[config.mk]
export PLATFORM = sky130hd
export DESIGN_NAME = vga_sync_monitor
export DESIGN_NICKNAME = d
export VERILOG_FILES = /design/src/rtl/vga_sync_monitor.sv
export SDC_FILE = /design/constraint.sdc
export NUM_CORES = 1
export LEC_CHECK = 0
export ABC_AREA = 1
export BUFFER_PORTS_ARGS = -buffer_cell sky130_fd_sc_hd__buf_2
export CAP_MARGIN = 20
export CORE_UTILIZATION = 45
export DETAILED_ROUTE_END_ITERATION = 16
export GPL_ROUTABILITY_DRIVEN = 0
export HOLD_SLACK_MARGIN = 0.05
export SYNTH_ARGS = -nofsm -noshare
export SYNTH_HDL_FRONTEND = slang
export SYNTH_SLANG_ARGS = --single-unit
[constraint.sdc]
create_clock -name clk_vga -period 9.66 [get_ports clk_vga]
set_clock_uncertainty 0.15 [all_clocks]
set_input_delay 1.449 -clock clk_vga [delete_from_list [all_inputs] [get_ports clk_vga]]
set_output_delay 1.449 -clock clk_vga [all_outputs]
set_load 0.005 [all_outputs]
[src/rtl/vga_sync_monitor.sv]
// Measures VGA sync timing (line/frame period and pulse widths) and reports a stable mode.
// Optional macro VGA_SYNC_MONITOR_POL_AUTO_EN enables automatic sync polarity detection.
module vga_sync_monitor #(
    parameter int HCNT_W  = 12,
    parameter int VCNT_W  = 11,
    parameter int TIMEOUT = 4095
) (
    input  logic              clk_vga,
    input  logic              rst,
    input  logic              hsync_in,
    input  logic              vsync_in,
    output logic [HCNT_W-1:0] h_total,
    output logic [HCNT_W-1:0] h_pulse,
    output logic [VCNT_W-1:0] v_total,
    output logic [VCNT_W-1:0] v_pulse,
    output logic              hsync_pol,
    output logic              vsync_pol,
    output logic              locked,
    output logic              mode_stb,
    output logic              no_signal
);

    localparam int TO_W = (TIMEOUT < 2) ? 1 : $clog2(TIMEOUT + 1);
    localparam logic [TO_W-1:0] TO_LAST = TO_W'(TIMEOUT - 1);

    typedef enum logic [1:0] {
        IDLE    = 2'd0,
        MEASURE = 2'd1,
        LOCKED  = 2'd2
    } state_t;

    function automatic logic [HCNT_W-1:0] sat_inc_h(input logic [HCNT_W-1:0] v, input logic en);
        logic [HCNT_W-1:0] r;
        if (en && (v != {HCNT_W{1'b1}})) begin
            r = v + HCNT_W'(1);
        end else begin
            r = v;
        end
        return r;
    endfunction

    function automatic logic [VCNT_W-1:0] sat_inc_v(input logic [VCNT_W-1:0] v, input logic en);
        logic [VCNT_W-1:0] r;
        if (en && (v != {VCNT_W{1'b1}})) begin
            r = v + VCNT_W'(1);
        end else begin
            r = v;
        end
        return r;
    endfunction

    logic [1:0]        hs_sync_r, vs_sync_r;
    logic              hs_prev_r, vs_prev_r;
    logic              h_act_s, h_act_prev_s, v_act_s, v_act_prev_s;
    logic              h_lead_s, h_trail_s, v_lead_s, v_trail_s;
    logic [HCNT_W-1:0] hcnt_r, h_cur_s;
    logic [VCNT_W-1:0] vcnt_r, v_inc_s;
    logic [TO_W-1:0]   tcnt_r;
    logic              timeout_s;
    logic              pol_chg_s;
    state_t            state_r;
    logic [HCNT_W-1:0] ref_h_r;
    logic [VCNT_W-1:0] ref_v_r;
    logic              ref_valid_r;

    // Two-flop synchronizers plus one history flop for edge detection
    always_ff @(posedge clk_vga or posedge rst) begin
        if (rst) begin
            hs_sync_r <= 2'b00;
            vs_sync_r <= 2'b00;
            hs_prev_r <= 1'b0;
            vs_prev_r <= 1'b0;
        end else begin
            hs_sync_r <= {hs_sync_r[0], hsync_in};
            vs_sync_r <= {vs_sync_r[0], vsync_in};
            hs_prev_r <= hs_sync_r[1];
            vs_prev_r <= vs_sync_r[1];
        end
    end

    // Active level is the synchronized value XNOR polarity (pol=0 means active-low)
    assign h_act_s      = hs_sync_r[1] ~^ hsync_pol;
    assign h_act_prev_s = hs_prev_r ~^ hsync_pol;
    assign v_act_s      = vs_sync_r[1] ~^ vsync_pol;
    assign v_act_prev_s = vs_prev_r ~^ vsync_pol;
    assign h_lead_s     = h_act_s & ~h_act_prev_s;
    assign h_trail_s    = ~h_act_s & h_act_prev_s;
    assign v_lead_s     = v_act_s & ~v_act_prev_s;
    assign v_trail_s    = ~v_act_s & v_act_prev_s;

    // A coincident hsync edge belongs to the frame that is closing
    assign v_inc_s   = sat_inc_v(vcnt_r, h_lead_s);
    assign h_cur_s   = h_lead_s ? hcnt_r : h_total;
    assign timeout_s = ~h_lead_s & (tcnt_r >= TO_LAST);

    // Horizontal counter with line period and pulse width latches
    always_ff @(posedge clk_vga or posedge rst) begin
        if (rst) begin
            hcnt_r  <= '0;
            h_total <= '0;
            h_pulse <= '0;
        end else begin
            if (h_lead_s) begin
                h_total <= hcnt_r;
                hcnt_r  <= HCNT_W'(1);
            end else begin
                hcnt_r  <= sat_inc_h(hcnt_r, 1'b1);
            end
            if (h_trail_s) begin
                h_pulse <= hcnt_r;
            end
        end
    end

    // Line counter with frame height, vsync width and mode strobe
    always_ff @(posedge clk_vga or posedge rst) begin
        if (rst) begin
            vcnt_r   <= '0;
            v_total  <= '0;
            v_pulse  <= '0;
            mode_stb <= 1'b0;
        end else begin
            if (v_lead_s) begin
                v_total  <= v_inc_s;
                vcnt_r   <= '0;
                mode_stb <= 1'b1;
            end else begin
                vcnt_r   <= v_inc_s;
                mode_stb <= 1'b0;
            end
            if (v_trail_s) begin
                v_pulse <= v_inc_s;
            end
        end
    end

    // Loss-of-signal watchdog restarted by every hsync leading edge
    always_ff @(posedge clk_vga or posedge rst) begin
        if (rst) begin
            tcnt_r    <= '0;
            no_signal <= 1'b1;
        end else if (h_lead_s) begin
            tcnt_r    <= '0;
            no_signal <= 1'b0;
        end else if (tcnt_r >= TO_LAST) begin
            no_signal <= 1'b1;
        end else begin
            tcnt_r    <= tcnt_r + TO_W'(1);
        end
    end

`ifdef VGA_SYNC_MONITOR_POL_AUTO_EN
    logic [HCNT_W-1:0] h_hi_r, h_lo_r;
    logic [VCNT_W-1:0] v_hi_r, v_lo_r;
    logic              h_primed_r, v_primed_r;
    logic              h_rise_s, v_rise_s, h_new_s, v_new_s;

    // Each signal's period is delimited by its raw rising edge, independent of polarity
    assign h_rise_s  = hs_sync_r[1] & ~hs_prev_r;
    assign v_rise_s  = vs_sync_r[1] & ~vs_prev_r;
    assign h_new_s   = (h_hi_r < h_lo_r);
    assign v_new_s   = (v_hi_r < v_lo_r);
    assign pol_chg_s = (h_rise_s & h_primed_r & (h_new_s != hsync_pol)) |
                       (v_rise_s & v_primed_r & (v_new_s != vsync_pol));

    // High/low time accumulators; the first period after reset is partial and only primes them
    always_ff @(posedge clk_vga or posedge rst) begin
        if (rst) begin
            h_hi_r     <= '0;
            h_lo_r     <= '0;
            v_hi_r     <= '0;
            v_lo_r     <= '0;
            h_primed_r <= 1'b0;
            v_primed_r <= 1'b0;
            hsync_pol  <= 1'b0;
            vsync_pol  <= 1'b0;
        end else begin
            if (h_rise_s) begin
                if (h_primed_r) begin
                    hsync_pol <= h_new_s;
                end
                h_primed_r <= 1'b1;
                h_hi_r     <= HCNT_W'(1);
                h_lo_r     <= '0;
            end else if (hs_sync_r[1]) begin
                h_hi_r <= sat_inc_h(h_hi_r, 1'b1);
            end else begin
                h_lo_r <= sat_inc_h(h_lo_r, 1'b1);
            end
            if (v_rise_s) begin
                if (v_primed_r) begin
                    vsync_pol <= v_new_s;
                end
                v_primed_r <= 1'b1;
                v_hi_r     <= '0;
                v_lo_r     <= '0;
            end else if (vs_sync_r[1]) begin
                v_hi_r <= sat_inc_v(v_hi_r, h_lead_s);
            end else begin
                v_lo_r <= sat_inc_v(v_lo_r, h_lead_s);
            end
        end
    end
`else
    assign hsync_pol = 1'b0;
    assign vsync_pol = 1'b0;
    assign pol_chg_s = 1'b0;
`endif

    // Mode tracking: lock after two consecutive frames with identical geometry
    always_ff @(posedge clk_vga or posedge rst) begin
        if (rst) begin
            state_r     <= IDLE;
            locked      <= 1'b0;
            ref_h_r     <= '0;
            ref_v_r     <= '0;
            ref_valid_r <= 1'b0;
        end else if (timeout_s) begin
            state_r     <= IDLE;
            locked      <= 1'b0;
            ref_valid_r <= 1'b0;
        end else if (pol_chg_s && (state_r != IDLE)) begin
            state_r     <= MEASURE;
            locked      <= 1'b0;
            ref_valid_r <= 1'b0;
        end else begin
            case (state_r)
                IDLE: begin
                    locked <= 1'b0;
                    if (h_lead_s) begin
                        state_r     <= MEASURE;
                        ref_valid_r <= 1'b0;
                    end
                end
                MEASURE: begin
                    if (v_lead_s) begin
                        if (ref_valid_r && (h_cur_s == ref_h_r) && (v_inc_s == ref_v_r)) begin
                            state_r <= LOCKED;
                            locked  <= 1'b1;
                        end
                        ref_h_r     <= h_cur_s;
                        ref_v_r     <= v_inc_s;
                        ref_valid_r <= 1'b1;
                    end else if (h_lead_s && (hcnt_r != ref_h_r)) begin
                        ref_valid_r <= 1'b0;
                    end
                end
                LOCKED: begin
                    if ((h_lead_s && (hcnt_r != ref_h_r)) || (v_lead_s && (v_inc_s != ref_v_r))) begin
                        state_r     <= MEASURE;
                        locked      <= 1'b0;
                        ref_valid_r <= 1'b0;
                    end
                end
                default: begin
                    state_r     <= IDLE;
                    locked      <= 1'b0;
                    ref_valid_r <= 1'b0;
                end
            endcase
        end
    end

endmodule

; ---- Yosys cells after proc, flatten, opt, wreduce, memory -nomap -nowiden
; Index checks and enable logic that the tools add are counted.
[op_classes]
n_eq_ne = 14
bitwise = 11
mux = 26
order_cmp = 1
n_reduce_logical = 13
n_addsub = 3
[ops]
columns = cell, n
row1 = $mux 12, 5
row2 = $add 12x1->12 const B, 2
row3 = $mux 11, 2
row4 = $eq 12x12->1, 1
row5 = $ge 12x12->1 const B, 1
row6 = $ne 12x12->1, 1
row7 = $ne 12x12->1 const B, 1
row8 = $ne 3x3->1 const B, 4
row9 = $add 11x1->11 const B, 1
row10 = $eq 11x11->1, 1
row11 = $mux 1, 11
row12 = $ne 11x11->1, 1
row13 = $ne 11x11->1 const B, 1
row14 = $mux 2, 5
row15 = $reduce_and 3->1, 3
row16 = $not 1->1, 6
row17 = $pmux 2 s3, 1
row18 = $and 1x1->1, 5
row19 = $logic_and 1x1->1, 5
row20 = $ne 4x4->1 const B, 1
row21 = $reduce_and 4->1, 1
row22 = $reduce_bool 2->1, 2
row23 = $pmux 1 s3, 1
row24 = $eq 2x1->1 const B, 1
row25 = 5 further kinds, 5
[word_totals]
ff_bits = 116
out_inout_bits = 51
inputBits = 4
word_cells = 86

; ---- Logic depth before layout (Yosys ltp)
; Gate-level depths: netlist of run 1.
[depth]
ltp_word = 10
ltp_mapped = 19
ltp_nobuf = 18

; ---- Least setup slack after synthesis of run 1
; OpenSTA, ideal clock, no wires.
[synth_timing]
kind = reg-to-output
startpoint = reg no_signal
endpoint = out no_signal
required_ns = 8.061
path_slack_ns = 7.551
arrival_ns = 0.510
path_stages_with_launch = 1
path_cell_list = dfstp_2
[synth_lines]
columns = item, line_no
row1 = from (decl), 20  ; output logic no_signal
row2 = from (signal assigned), 141  ; no_signal <= 1'b1;
row3 = from (signal assigned), 144  ; no_signal <= 1'b0;
row4 = from (signal assigned), 146  ; no_signal <= 1'b1;
; No word-level cell between the ends.

; ---- Worst setup path in the final report of run 1
[layout_timing]
startpoint = reg hs_prev_r
endpoint = reg locked
[layout_via]
elab_chain_len = 8
[layout_rtl]
columns = item, line_no
row1 = from (decl), 53  ; logic hs_prev_r, vs_prev_r;
row2 = from (signal assigned), 76  ; hs_prev_r <= hs_sync_r[1];
row3 = $and 1x1->1 (*), 86  ; assign h_lead_s = h_act_s & ~h_act_prev_s;
row4 = $logic_and 1x1->1, 44  ; if (en && (v != {VCNT_W{1'b1}})) begin
row5 = $mux 11, 44
row6 = $ne 11x11->1, 249  ; if ((h_lead_s && (hcnt_r != ref_h_r)) || (v_lead_s && (v_inc_s != ref_v_r))) begin
row7 = $logic_and 1x1->1, 249
row8 = $logic_or 1x1->1, 249
row9 = $ne 3x3->1 (no source line), --
row10 = $reduce_and 3->1 (no source line), --
row11 = to (signal assigned), 239  ; locked <= 1'b1;
row12 = to (signal assigned), 251  ; locked <= 1'b0;
row13 = to (signal assigned), 257  ; locked <= 1'b0;
row14 = to (decl), 18  ; output logic locked,
; Mark *: on every way between the ends. The rest lies on a longest branch, timed or not.
; A chain may end at the register's enable or synchronous reset.

==> results of run 1 <==
==> critical path: cells and delay by family (launching register included) <==
| family | cells | cell delay [ns] |
|---|---|---|
| flops | 1 | 0.42 |
| simple gates | 13 | 1.94 |
| buf+inv | 1 | 0.37 |
==> cells by family (layout without fill, tap and decap cells) <==
| family | Yosys count | in the layout |
|---|---|---|
| adders and majority gates | 4 | 4 |
| and+or+nand+nor | 324 | 324 |
| other | 1 | 2 |
| AOI/OAI and AO/OA | 109 | 109 |
| buffers and inverters | 93 | 159 |
| xor gates and xnor gates | 14 | 14 |
| DFF | 116 | 116 |
==> metrics by stage <==
step | power [uW] | area [um^2] | hold WS [ns] | setup WS, ns | std cells
5_1_grt | 1570 | 6340 | 0.218 | 6.33 | 871
4_1_cts | 1490 | 6340 | 0.202 | 6.65 | 871
2_1_floorplan | 789 | 5400 | 0.181 | 4.99 | 662
6_report | 1480 | 6340 | 0.201 | 6.68 | 871
3_5_place_dp | 869 | 5760 | 0.185 | 6.55 | 839
3_3_place_gp | 864 | 5760 | 0.190 | 6.59 | 839
==> final cells by class <==
| cell class | count | area, um^2 |
|---|---|---|
| fillers | 1113 | 5220 |
| flip-flops and latches | 116 | 2900 |
| multi-input cells | 453 | 2120 |
| clock buffers | 22 | 484 |
| repair buffers | 55 | 283 |
| inverters | 72 | 273 |
| well taps | 143 | 179 |
| clock inverters | 10 | 104 |
==> power by group through the flow <==
| stage | registers, uW | logic, uW | clock network, uW |
|---|---|---|---|
| 5_1_grt | 622 | 291 | 657 |
| 3_3_place_gp | 616 | 248 | 0 |
| 3_5_place_dp | 617 | 252 | 0 |
| 2_1_floorplan | 609 | 181 | 0 |
| 4_1_cts | 610 | 253 | 631 |
| 6_report | 611 | 250 | 620 |
==> layout by cell type, fill, tap and decap left out, drive strengths merged, types with 8 or more instances in the layout <==
master,instances
buf,55
inv,72
nor3,10
clkinv,8
clkbuf,22
xor2,13
nand2,199
nand3,47
o21ai,85
nor2,54
dfrtp,115
a21oi,14
==> registers in the layout, summed over array words and instances (netlist names), 11 cells and up <==
name / count
h_pulse: 12
h_total: 12
hcnt_r: 12
ref_h_r: 12
tcnt_r: 12
ref_v_r: 11
v_pulse: 11
v_total: 11
vcnt_r: 11
==> layer usage <==
| metal | vias up | track usage | share of wire |
|---|---|---|---|
| met4 | 0 | 0.0820 | 0.014 |
| met2 | 76 | 0.307 | 0.43 |
| met1 | 2110 | 0.309 | 0.52 |
| met3 | 15 | 0.0517 | 0.034 |
| li1 | 2225 | - | - |
| met5 | - | 0 | 0 |
==> final timing paths <==
kind	endpoint	slack, ns	cells past startpoint
min reg2reg	vs_sync_r[1]	0.20	0
min	vs_sync_r[1]	0.20	0
max	locked	6.68	14
min in group asynchronous	hs_sync_r[0]	0.94	2
max reg2reg	locked	6.68	14
max in group asynchronous	state_r[0]	7.09	3
==> qor_table.md, run 1 <==
| Parameter | This run |
|---|---|
| Result of the run | complete, but fails checks |
| Failing checks | DRC |
| Most common library cells after synthesis | sky130_fd_sc_hd__nand2_1 (193), sky130_fd_sc_hd__dfrtp_1 (115), sky130_fd_sc_hd__o21ai_0 (78), sky130_fd_sc_hd__inv_1 (68), sky130_fd_sc_hd__nor2_1 (51) |
| Initial standard-cell utilization of the core | 0.467 |
| Antenna diode count | 0 |
| Number of detailed-routing iterations run before antenna repair | 11 |
| Fraction of synthesis flops using an asynchronous set or reset pin | 1.00 |
| Floorplan die area | 0.0124 mm^2 |
| Portion of total power attributed to sequential cells | 0.413 |
| Worst Setup End Kind | flop |
| Max capacitance violation total | 0 |
| Floorplan Core Area | 0.0116 mm^2 |
| Number of max-slew violations in the final report | 0 |
| CP arrival | 3.14 ns |
| DRC errors left | 6 |
| Final core utilization | 0.549 |
| Sequential area share after synthesis | 0.538 |
| P_leak | 0.00320 uW |
| Highest net fanout along the worst path | 42 |
| Worst path max stage delay | 0.61 ns |
| Startpoint of the lowest-slack register-to-register path | hs_prev_r |
| Largest family of logic cells by synthesized area | simple AND/OR/NAND/NOR gates |
| Crit Path Category | flop to flop |
| Clock-pin slew on the worst setup and hold paths | 0.05 ns |
| Launch instance of the worst min-delay path | vs_sync_r[0] |
| Highest attainable clock frequency | 335 MHz |
| Post-synthesis adder-cell area fraction | 0.00927 |
| Clock tree from TritonCTS | built |
| Most used flip-flop cell after synthesis | sky130_fd_sc_hd__dfrtp_1 |
| Number of cell rows | 39 |
| Cell at the root of the clock tree | sky130_fd_sc_hd__clkbuf_16 |
| Area leader, netlist | sky130_fd_sc_hd__dfrtp_1 |
| Wire length of the first global-routing pass | 20.5 mm |
| Minimum clock period | 2.98 ns |
| HPWL after detailed placement | 8.07 mm |
| Number of hold violations in the final report | 0 |
| RSZ-0062 raised after global routing | false |
| Number of synthesized register bits | 116 |
| Routed wire length | 12.0 mm |
| Share of post-route cells with drive strength above 1 | 0.146 |
| Internal Dissipation | 1050 uW |
| Y dimension of the die | 112 um |
| Fraction of power spent switching nets | 0.288 |
| TritonCTS sink count | 116 |
| Remaining number of nets flagged by the antenna check after routing | 0 |
| Switching power | 426 uW |
| Wire per inst | 13.7 um |
| Clock H-tree levels | 4 |
| First-iteration detailed-routing DRC count | 308 |
| Power per Cell Area | 233 mW/mm^2 |
| Crit path launch | hs_prev_r |
| Postcts setup bufs | 0 |
| Actual slew at the worst max-slew pin | 0.945 ns |
| Number of cells produced by synthesis | 661 |
| Netlist area before placement | 0.00540 mm^2 |
| Count of flip-flops with a built-in enable after synthesis | 0 |
| Simple-gate area share of the yosys netlist | 0.253 |
| Critical path data required time | 9.81 ns |
| Rel. slew slack | 0.370 |
| Port Buffers | 52 |
| Most frequent cell after synthesis | sky130_fd_sc_hd__nand2_1 |
| Post-CTS sizing | 0 |
| Number of unique standard cell types used by synthesis | 36 |
| Insertion delay of the later-clocked pin in the worst-skew pair | 0.41 ns |
| Total clock buffers created by CTS | 17 |
| Combinational fraction of design power | 0.169 |
| Type of element launching the critical path | flop |
| Avg Cell Area, Syn | 8.17 um^2 |
| Fraction of synthesized cell area in xor and xnor cells | 0.0227 |
| Crit-path slowest cell | sky130_fd_sc_hd__nand2_2 |
| Gr ovfl total | 0 |
| Die width | 112 um |
| Largest net degree at the start of global routing | 75 |
| Leading cell types by total area after synthesis | sky130_fd_sc_hd__dfrtp_1 (53%), sky130_fd_sc_hd__nand2_1 (13%), sky130_fd_sc_hd__o21ai_0 (7.2%) |
| CTS hold repair buffers | 0 |
| Top-area cell type share of the netlist area | 0.533 |
| Buffer levels on the longest clock path | 2 |
| Layout Area Growth over Synthesis | 17.5% |
| Max rail drop VDD | 115 uV |
| Post-route clock period utilization | 0.309 |
| Library cell appearing most often on the critical path | sky130_fd_sc_hd__nand2_1 |
| Post-synthesis compound-gate area fraction | 0.106 |
| Hold crit path type | flop to flop |
| Number of warnings printed during yosys synthesis | 0 |
| Vias after detailed routing | 4426 |
| Portion of netlist area occupied by mux cells | 0 |
| Series of cell instances along the critical path | nand2_2, inv_2, nand2_1, nand2_1, nand2_2, nand2_1, nand2_1, nand3_1, nor2_1, nand2_1, nand2_1, nand2_2, nand3_1, nand2_1 |
| Initial antenna violation count | 0 |
| Layout net count | 723 |
| Final setup fails | 0 |
| Setup TNS Final | 0 ns |
| # IOs | 55 |
| Clock power frac | 0.418 |
| Gr usage total | 0.213 |
| Number of global-route vias before repair | 4121 |
| Via density per instance | 5.08 |
Power figures use the tool's default switching activity.
==> inputs of run 2 (changes only) <==
PLACE_DENSITY = 0.66   (was default)
clock period = 2.63 ns   (was 9.66 ns; I/O delays follow)
==> run 2 against run 1 <==
Compared with the run above: sequential share of layout area down 0.32 points; critical path depth grew 3; combinational power grew to 3.8 times the previous value; largest power group is now registers; via count grew 3.0%; the run still ends with DRC left; cell count grew 0.92%; first-iteration DRC count up 14%; critical path type unchanged; highest routed layer unchanged.
==> qor_table.md, run 2 (synthesis results as in run 1) <==
| Parameter | This run | Delta |
|---|---|---|
| Result of the run | complete, but fails checks |  |
| Failing checks | DRC |  |
| Max capacitance violation total | 0 | unchanged |
| Number of max-slew violations in the final report | 0 | unchanged |
| Worst Setup End Kind | flop |  |
| Die width | 112 um | unchanged |
| Remaining number of nets flagged by the antenna check after routing | 0 | unchanged |
| CP arrival | 2.54 ns | -0.60 ns |
| Crit path setup slack, layout | 0.232 ns | -6.44 ns |
| Worst hold margin | 0.200 ns | -0.000958 ns |
| Critical path data required time | 2.78 ns | -7.03 ns |
| Max rail drop VDD | 322 uV | +180% |
| Clock H-tree levels | 4 | unchanged |
| Crit Path Category | flop to flop |  |
| Share of post-route cells with drive strength above 1 | 0.151 | +0.00521 |
| Power per Cell Area | 814 mW/mm^2 | +250% |
| Met1 demand-to-capacity share in global routing | 0.303 | -0.00619 |
| Global-route track usage on met3 | 0.0539 | +0.00218 |
| Largest net degree at the start of global routing | 77 | +2.7% |
| Layout net count | 735 | +1.7% |
| Y dimension of the die | 112 um | unchanged |
| Floorplan die area | 0.0124 mm^2 | unchanged |
| Most common library cell in the layout ignoring fill and taps | sky130_fd_sc_hd__nand2_1 |  |
| TritonCTS sink count | 116 | unchanged |
| Post-route clock period utilization | 0.912 | +0.603 |
| Most used cells in the layout excluding fill and tap cells | sky130_fd_sc_hd__nand2_1 (193), sky130_fd_sc_hd__dfrtp_1 (115), sky130_fd_sc_hd__o21ai_0 (78) |  |
| Antenna diode count | 0 | unchanged |
| First-iteration detailed-routing DRC count | 351 | +14% |
| Clock tree from TritonCTS | built |  |
| Gr usage total | 0.217 | +0.00462 |
| Initial antenna violation count | 0 | unchanged |
| Number of global-route vias before repair | 4425 | +7.4% |
| Number of hold violations in the final report | 0 | unchanged |
| Rel. slew slack | 0.599 | +0.229 |
| Overall power consumption | 5200 uW | +250% |
| RSZ-0062 raised after global routing | false |  |
| Wire length of the first global-routing pass | 21.5 mm | +4.7% |
| Floorplan Core Area | 0.0116 mm^2 | unchanged |
| Insertion delay of the later-clocked pin in the worst-skew pair | 0.41 ns | about the same |
| # IOs | 55 | unchanged |
| P_leak | 0.00321 uW | +0.41% |
| Highest attainable clock frequency | 417 MHz | +24% |
| Worst setup slack after placement | 0.218 ns | -6.33 ns |
| DRC errors left | 3 | -3 |
| HPWL after detailed placement | 8.67 mm | +7.4% |
| Hold crit path type | flop to flop |  |
| Number of detailed-routing iterations run before antenna repair | 12 | +1 |
| Wire per inst | 14.1 um | +2.8% |
| Initial standard-cell utilization of the core | 0.467 | unchanged |
| Busiest layer in global routing | met2 |  |
| Minimum clock period | 2.40 ns | -0.586 ns |
| Global-route met2 utilization | 0.335 | +0.0279 |
| Type of element launching the critical path | flop |  |
| Routed wire length | 12.4 mm | +3.7% |
| Number of cell rows | 39 | unchanged |
| Via density per instance | 5.19 | +2.1% |
| Layout Area Growth over Synthesis | 18.3% |  |
| Cell at the root of the clock tree | sky130_fd_sc_hd__clkbuf_16 |  |
| Highest net fanout along the worst path | 9 | -79% |
| Final setup fails | 0 | unchanged |
| Gr ovfl total | 0 | unchanged |
| Vias after detailed routing | 4559 | +3.0% |
| Total clock buffers created by CTS | 17 | unchanged |
| Buffer levels on the longest clock path | 2 | unchanged |
| Setup TNS Final | 0 ns | unchanged |
| Clock-pin slew on the worst setup and hold paths | 0.05 ns | about the same |
| Actual slew at the worst max-slew pin | 0.600 ns | -0.345 ns |
| Port Buffers | 52 | unchanged |
-- run 2: cell count changes in the layout (fill, tap and decap cells not counted), sizes merged --
cell,delta
buf,+9
inv,-1
dlygate4sd3,+3
clkinvlp,+2
clkinv,-3
bufinv,-2
-- run 2: final timing paths --
kind | to | slack [ns] | from | cells past startpoint
min | vs_sync_r[1] | 0.20 | vs_sync_r[0] | 0
min in group asynchronous | hs_sync_r[1] | 0.47 | rst | 4
max | locked | 0.23 | vcnt_r[0] | 17
max in group asynchronous | no_signal | 1.43 | rst | 4
min reg2reg | vs_sync_r[1] | 0.20 | vs_sync_r[0] | 0
max reg2reg | locked | 0.23 | vcnt_r[0] | 17
-- run 2: timing repair --
item,CTS,global route
hold buffers,3,0
endpoints found under the hold margin,117,0
resized for setup,0,1
setup buffers,0,1
setup endpoints to repair,0,4
-- run 2: stage by stage --
| stage | instances | util | area (um^2) |
|---|---|---|---|
| 2_1_floorplan | 662 | - | 5410 |
| 3_3_place_gp | 847 | 0.505 | 5840 |
| 3_5_place_dp | 847 | 0.505 | 5840 |
| 4_1_cts | 878 | 0.552 | 6380 |
| 5_1_grt | 879 | 0.552 | 6390 |
| 6_report | 879 | 0.552 | 6390 |
-- run 2: critical path, stage by stage, from the launching register on --
cell and delay [ns]:
sky130_fd_sc_hd__dfrtp_1 0.41, sky130_fd_sc_hd__ha_1 0.22, sky130_fd_sc_hd__inv_1 0.06, sky130_fd_sc_hd__nor2_2 0.14, sky130_fd_sc_hd__nand3_2 0.11, sky130_fd_sc_hd__buf_4 0.18
sky130_fd_sc_hd__nand3_1 0.09, sky130_fd_sc_hd__nand2_1 0.13, sky130_fd_sc_hd__nand2_1 0.08, sky130_fd_sc_hd__nand2_1 0.04, sky130_fd_sc_hd__inv_1 0.09, sky130_fd_sc_hd__nand3_1 0.10
sky130_fd_sc_hd__nor2_2 0.12, sky130_fd_sc_hd__nand3_1 0.11, sky130_fd_sc_hd__nand2_2 0.10, sky130_fd_sc_hd__nand2_1 0.06, sky130_fd_sc_hd__nand2_1 0.06, sky130_fd_sc_hd__nand2_1 0.05
-- run 2: routing by layer --
metal  vias up  wire length [um]
li1       2247                 -
met1      2168              6020
met2       124              5570
met3        20               600
met4         0               214
met5         -                 0
-- run 2: power breakdown --
| part | total [uW] | internal, uW | switching, uW |
|---|---|---|---|
| registers | 2250 | 2040 | 205 |
| clock network | 2000 | 1240 | 758 |
| logic | 953 | 369 | 584 |
| total | 5200 | 3660 | 1550 |
-- run 2: cell type report --
class / instances / area (um^2)
clock buffers: 22 / 474
clock inverters: 6 / 32.5
fillers: 1058 / 5180
inverters: 72 / 274
multi-input cells: 453 / 2120
flip-flops and latches: 116 / 2900
well taps: 143 / 179
repair buffers: 67 / 405
